$ cat src/rtl/stack_frame_reverser.sv
// Frame reverser driving an external push/pop LIFO: pushes each input byte,
// waits for the stack write latency, then pops the frame back out in reverse.
module stack_frame_reverser #(
  parameter int WIDTH  = 8,
  parameter int DEPTH  = 32,
  parameter int SETTLE = 2
) (
  input  logic             m_clock,
  input  logic             p_reset,
  input  logic [WIDTH-1:0] in_data,
  input  logic             in_valid,
  input  logic             in_last,
  output logic             in_ready,
  output logic [WIDTH-1:0] out_data,
  output logic             out_valid,
  output logic             out_last,
  input  logic             out_ready,
  output logic             stk_push,
  output logic [WIDTH-1:0] stk_din,
  output logic             stk_pop,
  input  logic [WIDTH-1:0] stk_dout,
  input  logic             stk_empty,
  output logic             overflow,
  output logic             busy
);

  localparam int CW = $clog2(DEPTH + 1);
  localparam int SW = (SETTLE > 1) ? $clog2(SETTLE + 1) : 1;
  localparam logic [CW-1:0] CNT_MAX  = CW'(DEPTH);
  localparam logic [SW-1:0] SET_LAST = SW'(SETTLE - 1);

  typedef enum logic [1:0] {
    ST_FILL,
    ST_SETTLE,
    ST_DRAIN
  } state_t;

  state_t           state_q, state_d;
  logic [CW-1:0]    cnt_q, cnt_d;
  logic [SW-1:0]    set_q, set_d;
  logic             drop_q, drop_d;
  logic             ovf_q, ovf_d;
  logic [WIDTH-1:0] odata_q, odata_d;
  logic             ovld_q, ovld_d;
  logic             olast_q, olast_d;
  logic [1:0]       ewait_q;

  assign stk_din   = in_data;
  assign out_data  = odata_q;
  assign out_valid = ovld_q;
  assign out_last  = olast_q;
  assign overflow  = ovf_q;
  assign busy      = (state_q == ST_SETTLE) || (state_q == ST_DRAIN);

  always_comb begin
    state_d  = state_q;
    cnt_d    = cnt_q;
    set_d    = set_q;
    drop_d   = drop_q;
    ovf_d    = ovf_q;
    odata_d  = odata_q;
    ovld_d   = ovld_q;
    olast_d  = olast_q;
    in_ready = 1'b0;
    stk_push = 1'b0;
    stk_pop  = 1'b0;
    case (state_q)
      ST_FILL: begin
        // After a truncated frame, swallow its tail until in_last.
        in_ready = drop_q || (cnt_q < CNT_MAX);
        if (in_valid && in_ready) begin
          if (drop_q) begin
            if (in_last) drop_d = 1'b0;
          end else begin
            stk_push = 1'b1;
            cnt_d    = cnt_q + 1'b1;
            if (in_last) begin
              state_d = ST_SETTLE;
              set_d   = '0;
            end else if (cnt_q == CNT_MAX - 1'b1) begin
              ovf_d   = 1'b1;
              drop_d  = 1'b1;
              state_d = ST_SETTLE;
              set_d   = '0;
            end
          end
        end
      end
      ST_SETTLE: begin
        if (set_q == SET_LAST) state_d = ST_DRAIN;
        else                   set_d   = set_q + 1'b1;
      end
      ST_DRAIN: begin
        if (ovld_q && out_ready) ovld_d = 1'b0;
        if ((cnt_q != '0) && (!ovld_q || out_ready)) begin
          stk_pop = 1'b1;
          odata_d = stk_dout;
          ovld_d  = 1'b1;
          olast_d = (cnt_q == CW'(1));
          cnt_d   = cnt_q - 1'b1;
        end else if (ovld_q && out_ready && olast_q) begin
          state_d = ST_FILL;
        end
      end
      default: state_d = ST_FILL;
    endcase
  end

  always_ff @(posedge m_clock or negedge p_reset) begin
    if (!p_reset) begin
      state_q <= ST_FILL;
      cnt_q   <= '0;
      set_q   <= '0;
      drop_q  <= 1'b0;
      ovf_q   <= 1'b0;
      odata_q <= '0;
      ovld_q  <= 1'b0;
      olast_q <= 1'b0;
    end else begin
      state_q <= state_d;
      cnt_q   <= cnt_d;
      set_q   <= set_d;
      drop_q  <= drop_d;
      ovf_q   <= ovf_d;
      odata_q <= odata_d;
      ovld_q  <= ovld_d;
      olast_q <= olast_d;
    end
  end

  // Consecutive cycles spent idle-and-empty while the stack still reports data.
  always_ff @(posedge m_clock or negedge p_reset) begin
    if (!p_reset) begin
      ewait_q <= '0;
    end else if (state_q == ST_FILL && cnt_q == '0 && !stk_empty) begin
      ewait_q <= (ewait_q == 2'd2) ? 2'd2 : ewait_q + 2'd1;
    end else begin
      ewait_q <= '0;
    end
  end

  a_no_push_and_pop: assert property (@(posedge m_clock) disable iff (!p_reset)
    !(stk_push && stk_pop));
  a_no_pop_when_empty: assert property (@(posedge m_clock) disable iff (!p_reset)
    stk_pop |-> (cnt_q != '0));
  a_stack_empties: assert property (@(posedge m_clock) disable iff (!p_reset)
    !(state_q == ST_FILL && cnt_q == '0 && !stk_empty && ewait_q == 2'd2));

endmodule
$ cat config.mk
export PLATFORM = sky130hd
export DESIGN_NAME = stack_frame_reverser
export DESIGN_NICKNAME = d
export VERILOG_FILES = /design/src/rtl/stack_frame_reverser.sv
export SDC_FILE = /design/constraint.sdc
export NUM_CORES = 1
export LEC_CHECK = 0
export CORE_MARGIN = 2
export CORE_UTILIZATION = 40
export DETAILED_ROUTE_END_ITERATION = 6
export PLACE_DENSITY = 0.72
export SYNTH_ARGS = -nofsm -noshare
export SYNTH_HDL_FRONTEND = slang
export SYNTH_SLANG_ARGS = --single-unit
$ cat constraint.sdc
create_clock -name m_clock -period 3.8 [get_ports m_clock]
set_input_delay 1.14 -clock m_clock [delete_from_list [all_inputs] [get_ports m_clock]]
set_output_delay 1.14 -clock m_clock [all_outputs]
set_load 0.02 [all_outputs]
==> impl_results.md <==
- Rows: 20
- Initial antenna violation count: 0
- Synthesized area per cell: 11.2 um^2
- Layout Nets: 168
- Final HPWL DP: 1.86 mm
- Tcrit/Tclk final: 96.2%
- Worst Hold Class: flop to flop
- Synth Register Bits: 22
- Initial Util: 42.6%
- Seq/Total Area, Yosys: 42.0%
- Share of async-settable or async-resettable flops after synthesis: 100%
- Synth Cell Area: 0.00131 mm^2
- Pin count of the biggest net entering global routing: 23
- Setup TNS: 0 ps
- Num CTS Buffers: 3
- Synth area leaders: dfrtp_1, mux2_2, ha_1, buf_4, xnor2_1
- Adder-Cell Fraction of Synth Area: 7.63%
- Vias in the first global route: 926
- Count leader, synth: dfrtp_1
- Final Max Tran Viols: 0
- Global route overflow: 0
- Area leader, netlist: dfrtp_1
- Final Wtd Congestion: 0.720
- DIE AREA: 0.00375 mm^2
- Drt total wl: 2.42 mm
- Share of layout cells above drive strength 1: 15.3%
- Worst Path Arrival: 2510 ps
- Core Area: 0.00308 mm^2
- Relative slew margins: 36.1%
- Largest fanout on the critical path: 4
- H-Tree Depth: 1
- Residual DRC: 0
- Top FF cell, synth: dfrtp_1
- Post-synth EDFFs: 0
- Pre-CTS setup slack: 57.7 ps
- Reg clk slew, reported paths: 120 ps
- Worst hold path stage count: 2
- Setup crit start kind: primary input
- Clock Skews: 7.23 ps
- Min Tclk post-route: 3650 ps
- Hold Fails Final Rpt: 0
- Flop2flop setup slack: 1630 ps
- Hold Buf Count CTS: 0
- XOR/XNOR share of the synthesized area: 4.01%
- Tot GR Track Use: 15.3%
- Clock Path Buffers: 2
- RSZ-0062 raised after global routing: false
- # Post-CTS Setup Buffers: 0
- Multi-input gate area: 618 um^2
- Fraction of the mapped netlist area in compound gates: 14.8%
- Via/cell ratio: 5.08
- Sink Count: 22
- Worst r2r src: state_q[0]
- First-pass GRT wire length: 4.20 mm
- P_leak: 0.685 nW
- Synth warn: 0
- CTS tree: yes
- Reg area: 551 um^2
- Hold_sp: overflow
- Count of cell types in the netlist: 39
- Skew-Pair Late Insertion Delay: 310 ps
- Commonest cells post-synth: dfrtp_1, inv_1, mux2_2
- Synth Instances: 117
- Simple-Gate Fraction of Synth Area: 11.4%
- Power Density: 867 mW/mm^2
- CTS resizes: 0
- Worst Tran Pin Value: 955 ps
- Critical Path RT: 2660 ps
- Diodes inserted: 0
- Area Growth Syn to Fin: 22.1%
- Post-synthesis mux area share: 9.35%
- Outcome: finished, final reports clean
- Post-DR wirelength/cell: 13.4 um
- RR Endpoint: cnt_q[5]
- Count of buffers from port buffering: 27
- TritonRoute pass-1 iters: 4
- DIE WIDTH: 61.3 um
- Setup-failing EPs final: 0
- VDD IR-drop max: 431 uV
- Reg2Reg Depth: 6
- Root Driver: clkbuf_4
- Kind of critical path: primary input to output pin
- Synth Net Count: 147
- Max frequency: 274 MHz
- Fillers: 297
- Max cap viols: 0
- Final WS setup: 146 ps
- I/O pin count: 45
- Routed via count: 920
- Crit end category: output pin
- Area share of the largest cell type after synthesis: 42.0%
- Post-route ant nets: 0
- Initial DRC Count: 38
- Hold EP: overflow
- Chip Height: 61.3 um
- Largest family of logic cells by synthesized area: compound AO/OA/AOI/OAI gates
==> how the worst max path moves through the flow <==
stage / cells after the start / to / startpoint
after detailed placement: 4 / stk_pop / out_ready
after global routing: 4 / stk_push / in_valid
after floorplan: 3 / stk_pop / out_ready
final: 4 / stk_push / in_valid
after global placement: 4 / stk_pop / out_ready
after CTS: 4 / stk_pop / out_ready
==> metrics by stage <==
step	util, %	power [W]	cell area [um^2]	hold WS, ps	cells
floorplan	-	0.000989	1310	488	117
global placement	50.2	0.00119	1550	446	177
detailed placement	50.2	0.00122	1550	457	177
CTS	52.0	0.00141	1600	487	181
global route	52.0	0.00150	1600	502	181
finish	52.0	0.00139	1600	484	181
==> cell families (layout without fill, tap and decap cells) <==
kind of cell,Yosys count,count (layout)
xor+xnor,6,6
fa+ha+maj,8,8
simple gates,22,22
compound gates,24,24
mux,11,11
buf+inv,24,44
flops,22,22
==> cells in the final DEF, fill, tap and decap left out, types with 4 or more instances in the layout <==
cell type	netlist	final
xnor2_1	6	6
ha_1	8	8
o21ai_0	4	4
dfrtp_1	22	22
nand2_1	4	4
mux2_2	10	10
inv_1	12	12
clkdlybuf4s50_1	0	26
==> flip-flops by register name, summed over array words and instances (netlist names) <==
signal,flops
set_q,2
out_data,8
out_valid,1
cnt_q,6
out_last,1
overflow,1
drop_q,1
state_q,2
==> layer usage <==
layer	routed length, um	up-vias	global-route usage (%)
li1	-	448	-
met5	0	-	0
met4	43	0	6.52
met1	1080	436	18.3
met2	1110	31	25.5
met3	196	5	4.41
==> power by group <==
group          switching [W]  total, W  internal [W]  leakage, nW
clock              0.0000734  0.000180      0.000107       0.0279
combinational       0.000372  0.000756      0.000384        0.393
sequential          0.000112  0.000453      0.000341        0.264
total               0.000557   0.00139      0.000832        0.685
==> critical path: stages <==
cell	delay, ps
clkdlybuf4s50_1	530
nand4bb_1	170
inv_1	80
clkdlybuf4s50_1	590
==> area by class of cell <==
type | count | share of cell area, %
clock inverters | 1 | 1.87
well taps | 44 | 3.44
clock buffers | 3 | 1.41
multi-input cells | 71 | 38.6
flip-flops and latches | 22 | 34.4
repair buffers | 28 | 17.5
inverters | 12 | 2.81
(Power assumes the default switching activity.)
